## config.mk

```make
export PLATFORM = sky130hd
export DESIGN_NAME = wallace_acc_flat
export DESIGN_NICKNAME = d
export VERILOG_FILES = /design/src/rtl/wallace_acc_if.sv /design/src/rtl/wallace_acc.sv /design/src/flat_wrapper.sv
export SDC_FILE = /design/constraint.sdc
export NUM_CORES = 1
export LEC_CHECK = 0
export BUFFER_PORTS_ARGS = -buffer_cell sky130_fd_sc_hd__buf_2
export CORE_ASPECT_RATIO = 2
export CORE_MARGIN = 3
export CORE_UTILIZATION = 40
export CTS_CLUSTER_SIZE = 20
export DETAILED_ROUTE_END_ITERATION = 10
export SYNTH_ARGS = -nofsm -noshare
export SYNTH_HDL_FRONTEND = slang
export SYNTH_SLANG_ARGS = --single-unit
```

## constraint.sdc

```tcl
create_clock -name clk -period 2.3 [get_ports clk]
set_input_delay 0.23 -clock clk [delete_from_list [all_inputs] [get_ports clk]]
set_output_delay 0.23 -clock clk [all_outputs]
set_load 0.01 [all_outputs]
```

## src/rtl/wallace_acc_if.sv

```systemverilog
// wallace_acc_if: product-in / frame-result-out handshake bundle for wallace_acc.
interface wallace_acc_if #(parameter int ACC_W = 24) ();
  logic             clear;
  logic [15:0]      prod_i;
  logic             prod_valid;
  logic             prod_ready;
  logic [ACC_W-1:0] acc_out;
  logic             acc_valid;
  logic             acc_ready;
  logic [7:0]       term_cnt;
  logic             ovf;
  modport master (output clear, prod_i, prod_valid, acc_ready,
                  input  prod_ready, acc_out, acc_valid, term_cnt, ovf);
  modport slave  (input  clear, prod_i, prod_valid, acc_ready,
                  output prod_ready, acc_out, acc_valid, term_cnt, ovf);
endinterface

```

## src/rtl/wallace_acc.sv

```systemverilog
// wallace_acc: sums LEN consecutive 16-bit products into one frame result.
// Define WALLACE_ACC_SAT_EN to saturate on overflow instead of wrapping.
module wallace_acc #(
  parameter int ACC_W = 24,
  parameter int LEN   = 8
) (
  input  logic         clk,
  input  logic         rst_n,
  wallace_acc_if.slave bus
);
  typedef enum logic {ACCUM, HOLD} state_t;
  state_t           state_q, state_d;
  logic [ACC_W-1:0] acc_q, acc_d, acc_out_q, acc_out_d, acc_new;
  logic [ACC_W:0]   sum;
  logic [7:0]       term_q, term_d;
  logic             ovf_q, ovf_d, accept, last, carry;
  always_comb begin
    accept    = bus.prod_valid && state_q == ACCUM;
    sum       = (ACC_W+1)'(acc_q) + (ACC_W+1)'(bus.prod_i);
    carry     = sum[ACC_W];
`ifdef WALLACE_ACC_SAT_EN
    acc_new   = carry ? '1 : sum[ACC_W-1:0];
`else
    acc_new   = sum[ACC_W-1:0];
`endif
    last      = term_q == 8'(LEN - 1);
    state_d   = state_q;
    acc_d     = acc_q;
    acc_out_d = acc_out_q;
    term_d    = term_q;
    ovf_d     = ovf_q;
    if (bus.clear) begin
      state_d = ACCUM;
      acc_d   = '0;
      term_d  = '0;
      ovf_d   = 1'b0;
    end else if (accept) begin
      ovf_d     = ovf_q | carry;
      acc_d     = last ? '0 : acc_new;
      term_d    = last ? '0 : term_q + 8'd1;
      acc_out_d = last ? acc_new : acc_out_q;
      state_d   = last ? HOLD : ACCUM;
    end else if (state_q == HOLD && bus.acc_ready) begin
      state_d = ACCUM;
      ovf_d   = 1'b0;
    end
  end
  always_ff @(posedge clk or negedge rst_n) begin
    if (!rst_n) begin
      state_q   <= ACCUM;
      acc_q     <= '0;
      acc_out_q <= '0;
      term_q    <= '0;
      ovf_q     <= 1'b0;
    end else begin
      state_q   <= state_d;
      acc_q     <= acc_d;
      acc_out_q <= acc_out_d;
      term_q    <= term_d;
      ovf_q     <= ovf_d;
    end
  end
  assign bus.prod_ready = state_q == ACCUM;
  assign bus.acc_valid  = state_q == HOLD;
  assign bus.acc_out    = acc_out_q;
  assign bus.term_cnt   = term_q;
  assign bus.ovf        = ovf_q;
endmodule

```

## src/flat_wrapper.sv

```systemverilog
// flat-port wrapper written by rule: the top's interface ports become plain ports
module wallace_acc_flat 
#(
  parameter int ACC_W = 24,
  parameter int LEN   = 8
)
  (clk, rst_n, bus_clear, bus_prod_i, bus_prod_valid, bus_acc_ready, bus_prod_ready, bus_acc_out, bus_acc_valid, bus_term_cnt, bus_ovf);
  wallace_acc_if #(.ACC_W(ACC_W)) bus_i ();
  input  logic clk;
  input  logic rst_n;
  input wire logic [$bits(bus_i.clear)-1:0] bus_clear;
  input wire logic [$bits(bus_i.prod_i)-1:0] bus_prod_i;
  input wire logic [$bits(bus_i.prod_valid)-1:0] bus_prod_valid;
  input wire logic [$bits(bus_i.acc_ready)-1:0] bus_acc_ready;
  output wire logic [$bits(bus_i.prod_ready)-1:0] bus_prod_ready;
  output wire logic [$bits(bus_i.acc_out)-1:0] bus_acc_out;
  output wire logic [$bits(bus_i.acc_valid)-1:0] bus_acc_valid;
  output wire logic [$bits(bus_i.term_cnt)-1:0] bus_term_cnt;
  output wire logic [$bits(bus_i.ovf)-1:0] bus_ovf;
  assign bus_i.clear = bus_clear;
  assign bus_i.prod_i = bus_prod_i;
  assign bus_i.prod_valid = bus_prod_valid;
  assign bus_i.acc_ready = bus_acc_ready;
  assign bus_prod_ready = bus_i.prod_ready;
  assign bus_acc_out = bus_i.acc_out;
  assign bus_acc_valid = bus_i.acc_valid;
  assign bus_term_cnt = bus_i.term_cnt;
  assign bus_ovf = bus_i.ovf;
  wallace_acc #(.ACC_W(ACC_W), .LEN(LEN)) u_core (.clk(clk), .rst_n(rst_n), .bus(bus_i));
endmodule
```

Yosys cells after proc, flatten, opt, wreduce, memory -nomap -nowiden. Cells that the tools add are included.

Flip-flop bits (word level): 58. Input port bits: 21. Output and inout port bits: 35. Logic and storage cells: 28.

Add/subtract/negate cells: 2. Eq/ne operators: 1. Mux-type cells: 12. Bitwise gates (word level): 3. Reductions and logical operators: 5.

Operator list (count): 24-bit 2-to-1 mux (3); 24-bit by 16-bit adder with 25-bit output (1); 8-bit 2-to-1 mux (3); 8-bit by 1-bit adder with 8-bit output, second input constant (1); 8-bit by 3-bit == test with 1-bit output, second input constant (1); 1-bit 2-to-1 mux (6); 3-bit AND reduction (1); 3-bit nonzero test (1); 1-bit logical AND (2); 1-bit NOT (2); 2-bit nonzero test (1); 1-bit bitwise OR (1).

Depth between registers and ports, before layout.
Depth after elaboration: 4. Mapped depth: 10. Mapped depth without buffers: 10.

Worst setup path before layout. OpenSTA, ideal clock, no wires.

Kind: register to register. Start: reg u_core.acc_q[0]. End: reg u_core.ovf_q, in the netlist u_core.bus.ovf. Setup time: 95 ps. Arrival: 2190 ps. Required time: 2205 ps. Setup slack: 15 ps. Stages on the path, launching flop included: 11. Buffers on the path: 0. Period minus slack after synthesis: 2285 ps. Cells stage by stage: dfrtp_1 -> ha_1 -> inv_1 -> fa_1 -> and2b_1 -> o2111ai_2 -> a21oi_2 -> nor4b_4 -> o31ai_2 -> nand3_1 -> o31ai_1.

Cells in the longest elaborated chain, start to end: 4.

Ends and longest elaborated chain: start, declared (RTL line wallace_acc.sv:13) `logic [ACC_W-1:0] acc_q, acc_d, acc_out_q, acc_out_d, acc_new;`; start signal, assigned (RTL line wallace_acc.sv:51) `acc_q <= '0;`; start signal, assigned (RTL line wallace_acc.sv:57) `acc_q <= acc_d;`; 24-bit by 16-bit adder with 25-bit output (RTL line wallace_acc.sv:19) `sum = (ACC_W+1)'(acc_q) + (ACC_W+1)'(bus.prod_i);`; 1-bit bitwise OR (RTL line wallace_acc.sv:38) `ovf_d = ovf_q | carry;`; 1-bit 2-to-1 mux (RTL line wallace_acc.sv:37) `end else if (accept) begin`; 1-bit 2-to-1 mux (RTL line wallace_acc.sv:32) `if (bus.clear) begin`; end signal, assigned (RTL line wallace_acc.sv:60) `ovf_q <= ovf_d;`; end, declared (RTL line wallace_acc.sv:16) `logic ovf_q, ovf_d, accept, last, carry;`.

Every way passes these cells. A chain may end at the register's enable or synchronous reset.

Worst setup path after layout.
Start: reg u_core.acc_q[0]. End: reg u_core.acc_q[18].

Cells in the longest elaborated chain, start to end: 4.

Ends and longest elaborated chain: 24-bit by 16-bit adder with 25-bit output (RTL line wallace_acc.sv:19); 24-bit 2-to-1 mux (RTL line wallace_acc.sv:39) `acc_d = last ? '0 : acc_new;`; 24-bit 2-to-1 mux (RTL line wallace_acc.sv:37); 24-bit 2-to-1 mux (RTL line wallace_acc.sv:32).

Every way passes these cells. The select of a mux whose other input is x is not followed.

==> run metrics <==
pin count of the biggest net entering global routing=36; internal power=approximately 2.4 mW; CP max stage cell=dfrtp_1; switching portion of total power=roughly 28%; Yosys cell types=54; Synth Register Bits=58; FMAX=around 430 MHz; sequential share of the synthesized area=between 40% and 50%; status=complete, but fails checks; total CTS buffers=9; fin worst setup slack=-0.005848 ns; largest area contributor in the netlist=dfrtp_1; H-tree depth=3; Final Max Slew Viols=0; Worst Path Arrival=2.53 ns; clk buf depth=2; antenna fix cells=0; Total GRT Usage=18.71%; clock slew seen by the registers of the worst setup and hold paths=roughly 0.05 ns; area grow syn2layout=28.88%; Iter 0 DRT Violations=approximately 110; std cell rows=between 40 and 50; grt total ovfl=0; Synth Instances=about 340; cells along the critical path=ha_2 -> inv_2 -> fa_2 -> and2b_1 -> o2111ai_2 -> nand2_1 -> a21oi_4 -> o41ai_4 -> o21ai_0 -> a22o_1; Peak VDD IR=around 0.45 mV; detailed-routed wire length on met3=247 um; setup TNS=-0.005848 ns; Yosys Warn Count=0; drt pass-1 iters=4; EDFF count, synth=0; Max Fanout on Critical Path=4; first-pass GRT wire length=13.92 mm; Syn Std Cell Area=roughly 3400 sq um; clock network power share=between 40% and 50%; failing checks=negative setup slack; DP Worst Slack=-0.1287 ns; wire length per cell=roughly 16 um; critical path class=reg -> reg; max_cap viols=0; Seq pwr share=about a third; DR DRC count=0; Nets=roughly 460; max incr delay on CP=~0.35 ns; Post-Route WL=8.558 mm; Final GP Congestion=between 0.8 and 0.9; share of post-route cells with drive strength above 1=34.99%; Mapped Avg Cell Area=10.09 sq um; Post-Route Skew=0.006532 ns; routed length on met1=around 3.3 mm; post-synth top area share=between 40% and 50%; crit path launch type=register; Die H=roughly 140 um; Comb pwr share=a little under a quarter; CTS root buf=clkbuf_16; metal2 WL=around 4.8 mm; Post-synth top flop=dfrtp_1; Core ar.=between 8000 and 9000 sq um; crit-path leading delay family=compound AO/OA/AOI/OAI gates; Hold Crit Class=in -> reg; highest routed layer=met4; Synth area leaders=dfrtp_1, ha_1, a22o_1; Final Hold Viols=0; total power draw=roughly 3.4 mW; Clk Latency, worst-skew pair=around 0.33 ns; PortBufs=55; clk sinks=just under 60; power density cells=~760 nW/um^2; Worst-Margin Slew=0.9601 ns; final setup fails=1; initial core utilization=slightly above 40%; io pins=56; Crit. End Element=register; Via density=5.489; crit path time final=between 2 and 2.5 ns; Tcrit/Tclk final=100.3%; syn nets=between 300 and 400; async set-reset flop share out of synthesis=100.0%; Psw=approximately 0.95 mW; RSZ-0062 raised after global routing=yes; Die W=approximately 70 um; Die ar.=9768 sq um; Data required, critical path=2.52 ns; dpl hpwl=roughly 6.4 mm; WP buf/inv=1; Max-Slew Margin vs Limit=approximately 36%; Post-DRT Antenna Nets=0; initial antenna violation count=0; via count=2860; Leak=approximately 2.2 nW; vias in the first global route=2888; TritonCTS clock tree=yes
synth_stat cells, types with 2 or more instances:
| cell | instances |
|---|---|
| a21o_1 | 7 |
| a21oi_1 | 20 |
| a21oi_2 | 4 |
| a22o_1 | 17 |
| a31o_2 | 2 |
| a31oi_1 | 7 |
| and3_1 | 4 |
| buf_2 | 7 |
| clkbuf_1 | 8 |
| dfrtp_1 | 58 |
| ha_1 | 17 |
| inv_1 | 6 |
| mux2_2 | 6 |
| mux2_4 | 9 |
| nand2_1 | 31 |
| nand2b_1 | 6 |
| nand3_1 | 8 |
| nand4_1 | 7 |
| nor2_1 | 25 |
| nor2b_1 | 4 |
| nor3_1 | 3 |
| o21a_1 | 2 |
| o21ai_0 | 18 |
| o21ai_1 | 3 |
| o21ai_2 | 2 |
| o22ai_1 | 3 |
| o31ai_1 | 2 |
| or2_0 | 2 |
| or2_2 | 2 |
| or3_1 | 2 |
| xnor2_1 | 16 |
| xor2_1 | 9 |
flip-flops by register name (all words and copies together) (netlist names):
name	flops
u_core.acc_q	24
u_core.bus.acc_out	24
u_core.bus.term_cnt	8
u_core.bus.acc_valid	1
u_core.bus.ovf	1
area by class of cell:
cell class | instances | area [sq um]
fill | 785 | 3881
multi-input combinational | 257 | 1983
sequential | 58 | 1451
timing repair buffer | 86 | 510.5
clock buffer | 11 | 242.7
tap | 98 | 122.6
clock inverter | 5 | 77.57
inverter | 6 | 22.52
per-layer routing:
metal / vias to the layer above / GRT usage (%)
met5: - / 0
met4: 0 / 9.310
met3: 15 / 3.750
met2: 54 / 34.12
met1: 1408 / 19.94
li1: 1383 / -
final timing paths:
kind                                        start                      to  slack [ns]  depth (start not counted)
max in group asynchronous                   rst_n        u_core.acc_q[23]        1.20                          3
min in group asynchronous                   rst_n  u_core.bus.acc_out[10]        0.41                          2
min                                 bus_acc_ready    u_core.bus.acc_valid        0.09                          2
max                               u_core.acc_q[0]        u_core.acc_q[18]      -0.006                         10
max reg2reg                       u_core.acc_q[0]        u_core.acc_q[18]      -0.006                         10
min reg2reg                u_core.bus.acc_out[17]  u_core.bus.acc_out[17]        0.47                          2
cell usage in the layout, fill, tap and decap left out, types with 4 or more instances in the layout:
cell type	synthesis	final
xnor2_1	16	13
ha_1	17	13
nor2b_1	4	4
buf_2	7	55
a31oi_1	7	7
xor2_1	9	9
nand3_1	8	8
and3_1	4	4
a21oi_2	4	5
a22o_1	17	17
clkbuf_16	0	9
nand4_1	7	7
a21oi_1	20	18
o21ai_0	18	14
mux2_4	9	9
buf_4	1	30
o21ai_1	3	7
nand2_1	31	31
mux2_2	6	6
dfrtp_1	58	58
a21o_1	7	7
nand2b_1	6	5
inv_1	6	5
nor2_1	25	23
stage by stage:
stage | util [%] | instance area [sq um] | cells | hold WS, ns
global placement | 47.23 | 3916 | 500 | 0.2333
finish | 53.19 | 4410 | 521 | 0.09101
detailed placement | 47.23 | 3916 | 500 | 0.2464
global route | 53.19 | 4410 | 521 | 0.1025
CTS | 52.00 | 4312 | 518 | 0.08786
floorplan | - | 3422 | 339 | -0.06559
kinds of logic (layout without fill, tap and decap cells):
kind of cell | after synthesis | count (layout) | synth area share, %
mux | 15 | 15 | 5.923
compound gates | 98 | 98 | 20.15
xor+xnor | 25 | 25 | 6.399
buf+inv | 24 | 108 | 3.546
fa+ha+maj | 18 | 18 | 6.801
flops | 58 | 58 | 42.41
simple gates | 101 | 101 | 14.77
power groups by stage:
stage               registers (mW)  clock network [mW]  logic [mW]
global route                  1.13                1.51       0.872
CTS                           1.12                1.47       0.750
detailed placement            1.14                   0       0.725
floorplan                     1.12                   0       0.495
finish                        1.12                1.44       0.788
global placement              1.14                   0       0.714
what timing repair did:
action | in CTS | in global routing
endpoints found under the hold margin | 20 | 0
setup endpoints to repair | 12 | 22
buffers inserted | 1 | 3
hold buffers | 1 | 0
pin swaps | 4 | 8
gates resized for setup | 9 | 17
(Power assumes the default switching activity.)
